<file path="src/rtl/mem_sequencer_if.sv">
// Instruction handshake plus datapath control bundle between the issuing
// unit (master) and the memory/ALU sequencer (slave).
interface mem_sequencer_if;
   logic        instr_valid;
   logic        instr_ready;
   logic [2:0]  op;
   logic [4:0]  rd, rn, rm;
   logic [63:0] imm;

   logic        W, EN_B, EN_ALU, EN_ADDR, K_SEL, C0, WE, OE;
   logic [4:0]  SA, SB, DA, FS;
   logic [63:0] K;
   logic        done, err;

   modport master (
      output instr_valid, op, rd, rn, rm, imm,
      input  instr_ready, W, EN_B, EN_ALU, EN_ADDR, K_SEL, C0, WE, OE,
             SA, SB, DA, FS, K, done, err
   );

   modport slave (
      input  instr_valid, op, rd, rn, rm, imm,
      output instr_ready, W, EN_B, EN_ALU, EN_ADDR, K_SEL, C0, WE, OE,
             SA, SB, DA, FS, K, done, err
   );
endinterface

</file>
<file path="src/rtl/mem_sequencer.sv">
// Multi-cycle control sequencer: accepts one instruction at a time and steps
// the regfile/ALU/memory datapath strobes through the required phases.
module mem_sequencer #(
   parameter logic [4:0] FS_ADD = 5'b01000,
   parameter logic [4:0] FS_SUB = 5'b01001
) (
   input  logic            clk,
   input  logic            rst,
   mem_sequencer_if.slave  bus
);

   localparam logic [2:0] OP_NOP  = 3'b000;
   localparam logic [2:0] OP_ADD  = 3'b001;
   localparam logic [2:0] OP_ADDI = 3'b010;
   localparam logic [2:0] OP_SUB  = 3'b011;
   localparam logic [2:0] OP_LDUR = 3'b100;
   localparam logic [2:0] OP_STUR = 3'b101;

   typedef enum logic [2:0] {
      IDLE, EXEC, LD_ADDR, LD_DATA, ST_SETUP, ST_WRITE, RETIRE
   } state_t;

   typedef struct packed {
      logic [2:0]  op;
      logic [4:0]  rd;
      logic [4:0]  rn;
      logic [4:0]  rm;
      logic [63:0] imm;
   } instr_t;

   state_t state, state_nxt;
   instr_t ins;
   logic   xfer;

   // ready is gated by rst so nothing is claimed as accepted while in reset
   assign bus.instr_ready = (state == IDLE) && rst;
   assign xfer            = bus.instr_valid && bus.instr_ready;

   always_ff @(posedge clk or negedge rst) begin
      if (!rst) begin
         state <= IDLE;
         ins   <= '0;
      end else begin
         state <= state_nxt;
         if (xfer)
            ins <= '{op: bus.op, rd: bus.rd, rn: bus.rn, rm: bus.rm, imm: bus.imm};
      end
   end

   always_comb begin
      state_nxt = state;
      case (state)
         IDLE: begin
            if (xfer) begin
               case (bus.op)
                  OP_ADD, OP_ADDI, OP_SUB: state_nxt = EXEC;
                  OP_LDUR:                 state_nxt = LD_ADDR;
                  OP_STUR:                 state_nxt = ST_SETUP;
                  default:                 state_nxt = RETIRE;
               endcase
            end
         end
         EXEC:     state_nxt = RETIRE;
         LD_ADDR:  state_nxt = LD_DATA;
         LD_DATA:  state_nxt = RETIRE;
         ST_SETUP: state_nxt = ST_WRITE;
         ST_WRITE: state_nxt = RETIRE;
         RETIRE:   state_nxt = IDLE;
         default:  state_nxt = IDLE;
      endcase
   end

   // Outputs depend only on state and the latched instruction; the async
   // reset of state forces everything low without waiting for clk.
   always_comb begin
      bus.W       = 1'b0;
      bus.EN_B    = 1'b0;
      bus.EN_ALU  = 1'b0;
      bus.EN_ADDR = 1'b0;
      bus.K_SEL   = 1'b0;
      bus.C0      = 1'b0;
      bus.WE      = 1'b0;
      bus.OE      = 1'b0;
      bus.SA      = '0;
      bus.SB      = '0;
      bus.DA      = '0;
      bus.FS      = '0;
      bus.K       = '0;
      bus.done    = 1'b0;
      bus.err     = 1'b0;
      case (state)
         EXEC: begin
            bus.SA     = ins.rn;
            bus.SB     = ins.rm;
            bus.DA     = ins.rd;
            bus.EN_ALU = 1'b1;
            bus.W      = 1'b1;
            case (ins.op)
               OP_ADDI: begin
                  bus.FS    = FS_ADD;
                  bus.K_SEL = 1'b1;
                  bus.K     = ins.imm;
               end
               OP_SUB: begin
                  bus.FS = FS_SUB;
                  bus.C0 = 1'b1;
               end
               default: bus.FS = FS_ADD;
            endcase
         end
         LD_ADDR, LD_DATA: begin
            bus.SA      = ins.rn;
            bus.K       = ins.imm;
            bus.K_SEL   = 1'b1;
            bus.FS      = FS_ADD;
            bus.EN_ADDR = 1'b1;
            bus.OE      = 1'b1;
            if (state == LD_DATA) begin
               bus.W  = 1'b1;
               bus.DA = ins.rd;
            end
         end
         ST_SETUP, ST_WRITE: begin
            bus.SA      = ins.rn;
            bus.SB      = ins.rd;
            bus.K       = ins.imm;
            bus.K_SEL   = 1'b1;
            bus.FS      = FS_ADD;
            bus.EN_ADDR = 1'b1;
            bus.EN_B    = 1'b1;
            bus.WE      = (state == ST_WRITE);
         end
         RETIRE: begin
            bus.done = 1'b1;
            bus.err  = (ins.op[2:1] == 2'b11);
         end
         default: ;
      endcase
   end

   // NOP is a legal op that simply retires; named here for readability
   logic unused_nop;
   assign unused_nop = (ins.op == OP_NOP);

endmodule

</file>
<file path="src/flat_wrapper.sv">
// flat-port wrapper written by rule: the top's interface ports become plain ports
module mem_sequencer_flat 
#(
   parameter logic [4:0] FS_ADD = 5'b01000,
   parameter logic [4:0] FS_SUB = 5'b01001
)
  (clk, rst, bus_instr_valid, bus_op, bus_rd, bus_rn, bus_rm, bus_imm, bus_instr_ready, bus_W, bus_EN_B, bus_EN_ALU, bus_EN_ADDR, bus_K_SEL, bus_C0, bus_WE, bus_OE, bus_SA, bus_SB, bus_DA, bus_FS, bus_K, bus_done, bus_err);
  mem_sequencer_if bus_i ();
  input  logic clk;
  input  logic rst;
  input wire logic [$bits(bus_i.instr_valid)-1:0] bus_instr_valid;
  input wire logic [$bits(bus_i.op)-1:0] bus_op;
  input wire logic [$bits(bus_i.rd)-1:0] bus_rd;
  input wire logic [$bits(bus_i.rn)-1:0] bus_rn;
  input wire logic [$bits(bus_i.rm)-1:0] bus_rm;
  input wire logic [$bits(bus_i.imm)-1:0] bus_imm;
  output wire logic [$bits(bus_i.instr_ready)-1:0] bus_instr_ready;
  output wire logic [$bits(bus_i.W)-1:0] bus_W;
  output wire logic [$bits(bus_i.EN_B)-1:0] bus_EN_B;
  output wire logic [$bits(bus_i.EN_ALU)-1:0] bus_EN_ALU;
  output wire logic [$bits(bus_i.EN_ADDR)-1:0] bus_EN_ADDR;
  output wire logic [$bits(bus_i.K_SEL)-1:0] bus_K_SEL;
  output wire logic [$bits(bus_i.C0)-1:0] bus_C0;
  output wire logic [$bits(bus_i.WE)-1:0] bus_WE;
  output wire logic [$bits(bus_i.OE)-1:0] bus_OE;
  output wire logic [$bits(bus_i.SA)-1:0] bus_SA;
  output wire logic [$bits(bus_i.SB)-1:0] bus_SB;
  output wire logic [$bits(bus_i.DA)-1:0] bus_DA;
  output wire logic [$bits(bus_i.FS)-1:0] bus_FS;
  output wire logic [$bits(bus_i.K)-1:0] bus_K;
  output wire logic [$bits(bus_i.done)-1:0] bus_done;
  output wire logic [$bits(bus_i.err)-1:0] bus_err;
  assign bus_i.instr_valid = bus_instr_valid;
  assign bus_i.op = bus_op;
  assign bus_i.rd = bus_rd;
  assign bus_i.rn = bus_rn;
  assign bus_i.rm = bus_rm;
  assign bus_i.imm = bus_imm;
  assign bus_instr_ready = bus_i.instr_ready;
  assign bus_W = bus_i.W;
  assign bus_EN_B = bus_i.EN_B;
  assign bus_EN_ALU = bus_i.EN_ALU;
  assign bus_EN_ADDR = bus_i.EN_ADDR;
  assign bus_K_SEL = bus_i.K_SEL;
  assign bus_C0 = bus_i.C0;
  assign bus_WE = bus_i.WE;
  assign bus_OE = bus_i.OE;
  assign bus_SA = bus_i.SA;
  assign bus_SB = bus_i.SB;
  assign bus_DA = bus_i.DA;
  assign bus_FS = bus_i.FS;
  assign bus_K = bus_i.K;
  assign bus_done = bus_i.done;
  assign bus_err = bus_i.err;
  mem_sequencer #(.FS_ADD(FS_ADD), .FS_SUB(FS_SUB)) u_core (.clk(clk), .rst(rst), .bus(bus_i));
endmodule
</file>
<file path="config.mk">
export PLATFORM = sky130hd
export DESIGN_NAME = mem_sequencer_flat
export DESIGN_NICKNAME = d
export VERILOG_FILES = /design/src/rtl/mem_sequencer_if.sv /design/src/rtl/mem_sequencer.sv /design/src/flat_wrapper.sv
export SDC_FILE = /design/constraint.sdc
export NUM_CORES = 1
export LEC_CHECK = 0
export BUFFER_PORTS_ARGS = -buffer_cell sky130_fd_sc_hd__buf_2
export CORE_MARGIN = 2
export CORE_UTILIZATION = 40
export DETAILED_ROUTE_END_ITERATION = 8
export MAX_ROUTING_LAYER = met4
export PLACE_DENSITY_LB_ADDON = 0.1
export SYNTH_ARGS = -nofsm -noshare
export SYNTH_HDL_FRONTEND = slang
export SYNTH_SLANG_ARGS = --single-unit
</file>
<file path="constraint.sdc">
create_clock -name clk -period 5.01 [get_ports clk]
set_clock_uncertainty 0.15 [all_clocks]
set_input_delay 0.7515 -clock clk [delete_from_list [all_inputs] [get_ports clk]]
set_output_delay 0.7515 -clock clk [all_outputs]
set_load 0.05 [all_outputs]
</file>
==> reports/metrics.yaml <==
status: "finished clean"
arrival_ps: 2470
min_path_type: "input pin to async pin"
die_height_um: 108.9
ant_nets: 0
port_buffers: 176
dp_hpwl_um: 6458
setup_viol: 0
slew_headroom_pct: 38.52
whs_ps: 261.5
clk_pin_slew_ps: 80
vias: 2852
die-width_um: 108.9
clkLatencyLatePin_ps: 330
drive_gt1_share_pct: 58.66
die_area_um2: 11870
drt_pass1_iterations: 4
grt_antenna_before_repair: 0
clockBufferDepth: 2
row_count: 38
grt_overflow: 0
io-pin-count: 180
tightest_slew_ps: 922.1
ys_seq_area_share_pct: 48.30
crit_fanout: 65
drtIter0Drc: 199
wl_um: 9291
hold_viol: 0
start_kind: "flop"
yosys.area.top_type: "dfrtp_1"
wl_per_cell_um: 14.99
crit_type: "flop to output port"
vias_per_cell: 4.600
avgSynthCellArea_um2: 14.49
cts_tree: "done"
synthTopCellsByArea: "dfrtp_1 (48%), mux2_4 (27%), and2_1 (11%)"
syn_area_um2: 4404
tns_ps: 0
fmax_mhz: 296.5
post_cts_resized: 0
grt_max_degree: 66
period_share_pct: 67.31
rsz0062_at_grt: "false"
cts_hold_buf: 0
yosysUniqueCellTypes: 32
cts_made_buffers: 9
grt_pass1_wl_um: 14290
start_util_pct: 40.81
coreArea_um2: 10790
drc: 0
yosysWarnings: 0
cap_viol_max_count: 0
first_global_vias: 2770
netlist.area_leader.share_pct: 48.30
root_buffer: "clkbuf_8"
cts_sinks: 85
ys_ff_latch: 85
cp_data_required_time_ps: 4110
critPathCaptureType: "output port"
syn_to_final_growth_pct: 23.12
final_cell_mix: "buf_2 (175), dfrtp_1 (85), mux2_4 (80), and2_1 (74), clkbuf_8 (10)"
final_common_cell: "buf_2"
post-route-util_pct: 50.24
fin_nets: 563
slew_violations: 0
netlist_instances: 304
gp_congestion: 0.7490
grt_usage_pct: 16.18
period_minus_slack_ps: 3372
post_cts_buffers: 0
htreeDepth: 3
cell usage after synthesis (all sizes together):
master,count
nor2b,1
a22o,5
nor2,4
nand2,3
o41ai,1
inv,3
nor3,2
o311a,1
o21ai,2
or3,1
ha,3
and3,3
and2,75
buf,20
nor4b,2
o21a,2
a2111o,1
clkbuf,1
a21oi,3
conb,1
dfrtp,85
a31oi,1
nand2b,2
mux2,82
layer usage:
layer  global-route usage [%]  wire length (um)  vias to the layer above
met5                        -                 0                        -
met4                    6.502               104                        0
met3                    3.586               672                        8
met2                    23.56              4343                      111
met1                    21.89              4170                     1371
li1                         -                 -                     1362
sequential cells by signal, summed over array words and instances, names as in the netlist:
signal and flops:
u_core.state 3, u_core.ins 82
worst max-delay path, stage by stage (launching register included):
cell,delay [ps]
dfrtp_1,530
inv_1,130
ha_1,380
o41ai_4,70
buf_4,490
and2_1,220
buf_2,260
path summary, 6_finish.rpt:
path                                        startpoint                          to  slack [ps]  cells after the start
max                        u_core.state[1]$_DFFE_PN0P_                    bus_K[1]        1640                      6
min                                                rst  u_core.ins[53]$_DFFE_PN0P_         260                      1
max reg2reg                u_core.state[2]$_DFFE_PN0P_   u_core.ins[7]$_DFFE_PN0P_        2310                      4
min reg2reg                 u_core.ins[63]$_DFFE_PN0P_  u_core.ins[63]$_DFFE_PN0P_         350                      1
max in group asynchronous                          rst  u_core.ins[67]$_DFFE_PN0P_        3490                      2
min in group clk            u_core.ins[63]$_DFFE_PN0P_  u_core.ins[63]$_DFFE_PN0P_         350                      1
stage by stage:
stage               cell area (um^2)  worst slack, ps  instances
floorplan                       4412             1602        306
global placement                5230             1778        604
detailed placement              5230             1762        604
CTS                             5420             1581        619
global route                    5420             1425        619
finish                          5423             1638        620
final cells by class:
class,instances,area [um^2]
Timing Repair Buffer,179,918.4
Clock buffer,11,141.4
Fill cell,1000,5370
Sequential cell,85,2127
Antenna cell,1,2.502
Tap cell,140,175.2
Inverter,3,11.26
Multi-Input combinational cell,197,1998
Clock inverter,4,48.80
kinds of logic (layout without fill, tap and decap cells):
| kind of cell | Yosys count | count (layout) | synth area share, % |
|---|---|---|---|
| flip-flops | 85 | 85 | 48.30 |
| AO/OA/AOI/OAI | 16 | 16 | 2.926 |
| AND/OR/NAND/NOR | 93 | 93 | 13.30 |
| multiplexers | 82 | 82 | 27.78 |
| adder cells (fa/ha/maj) | 3 | 3 | 0.8524 |
| buffers and inverters | 24 | 197 | 6.761 |
| other | 1 | 4 | 0.08515 |
Power is left out: the tool's default activity adds up to more than one toggle a clock period on the data nets, which glitch-free logic cannot reach.
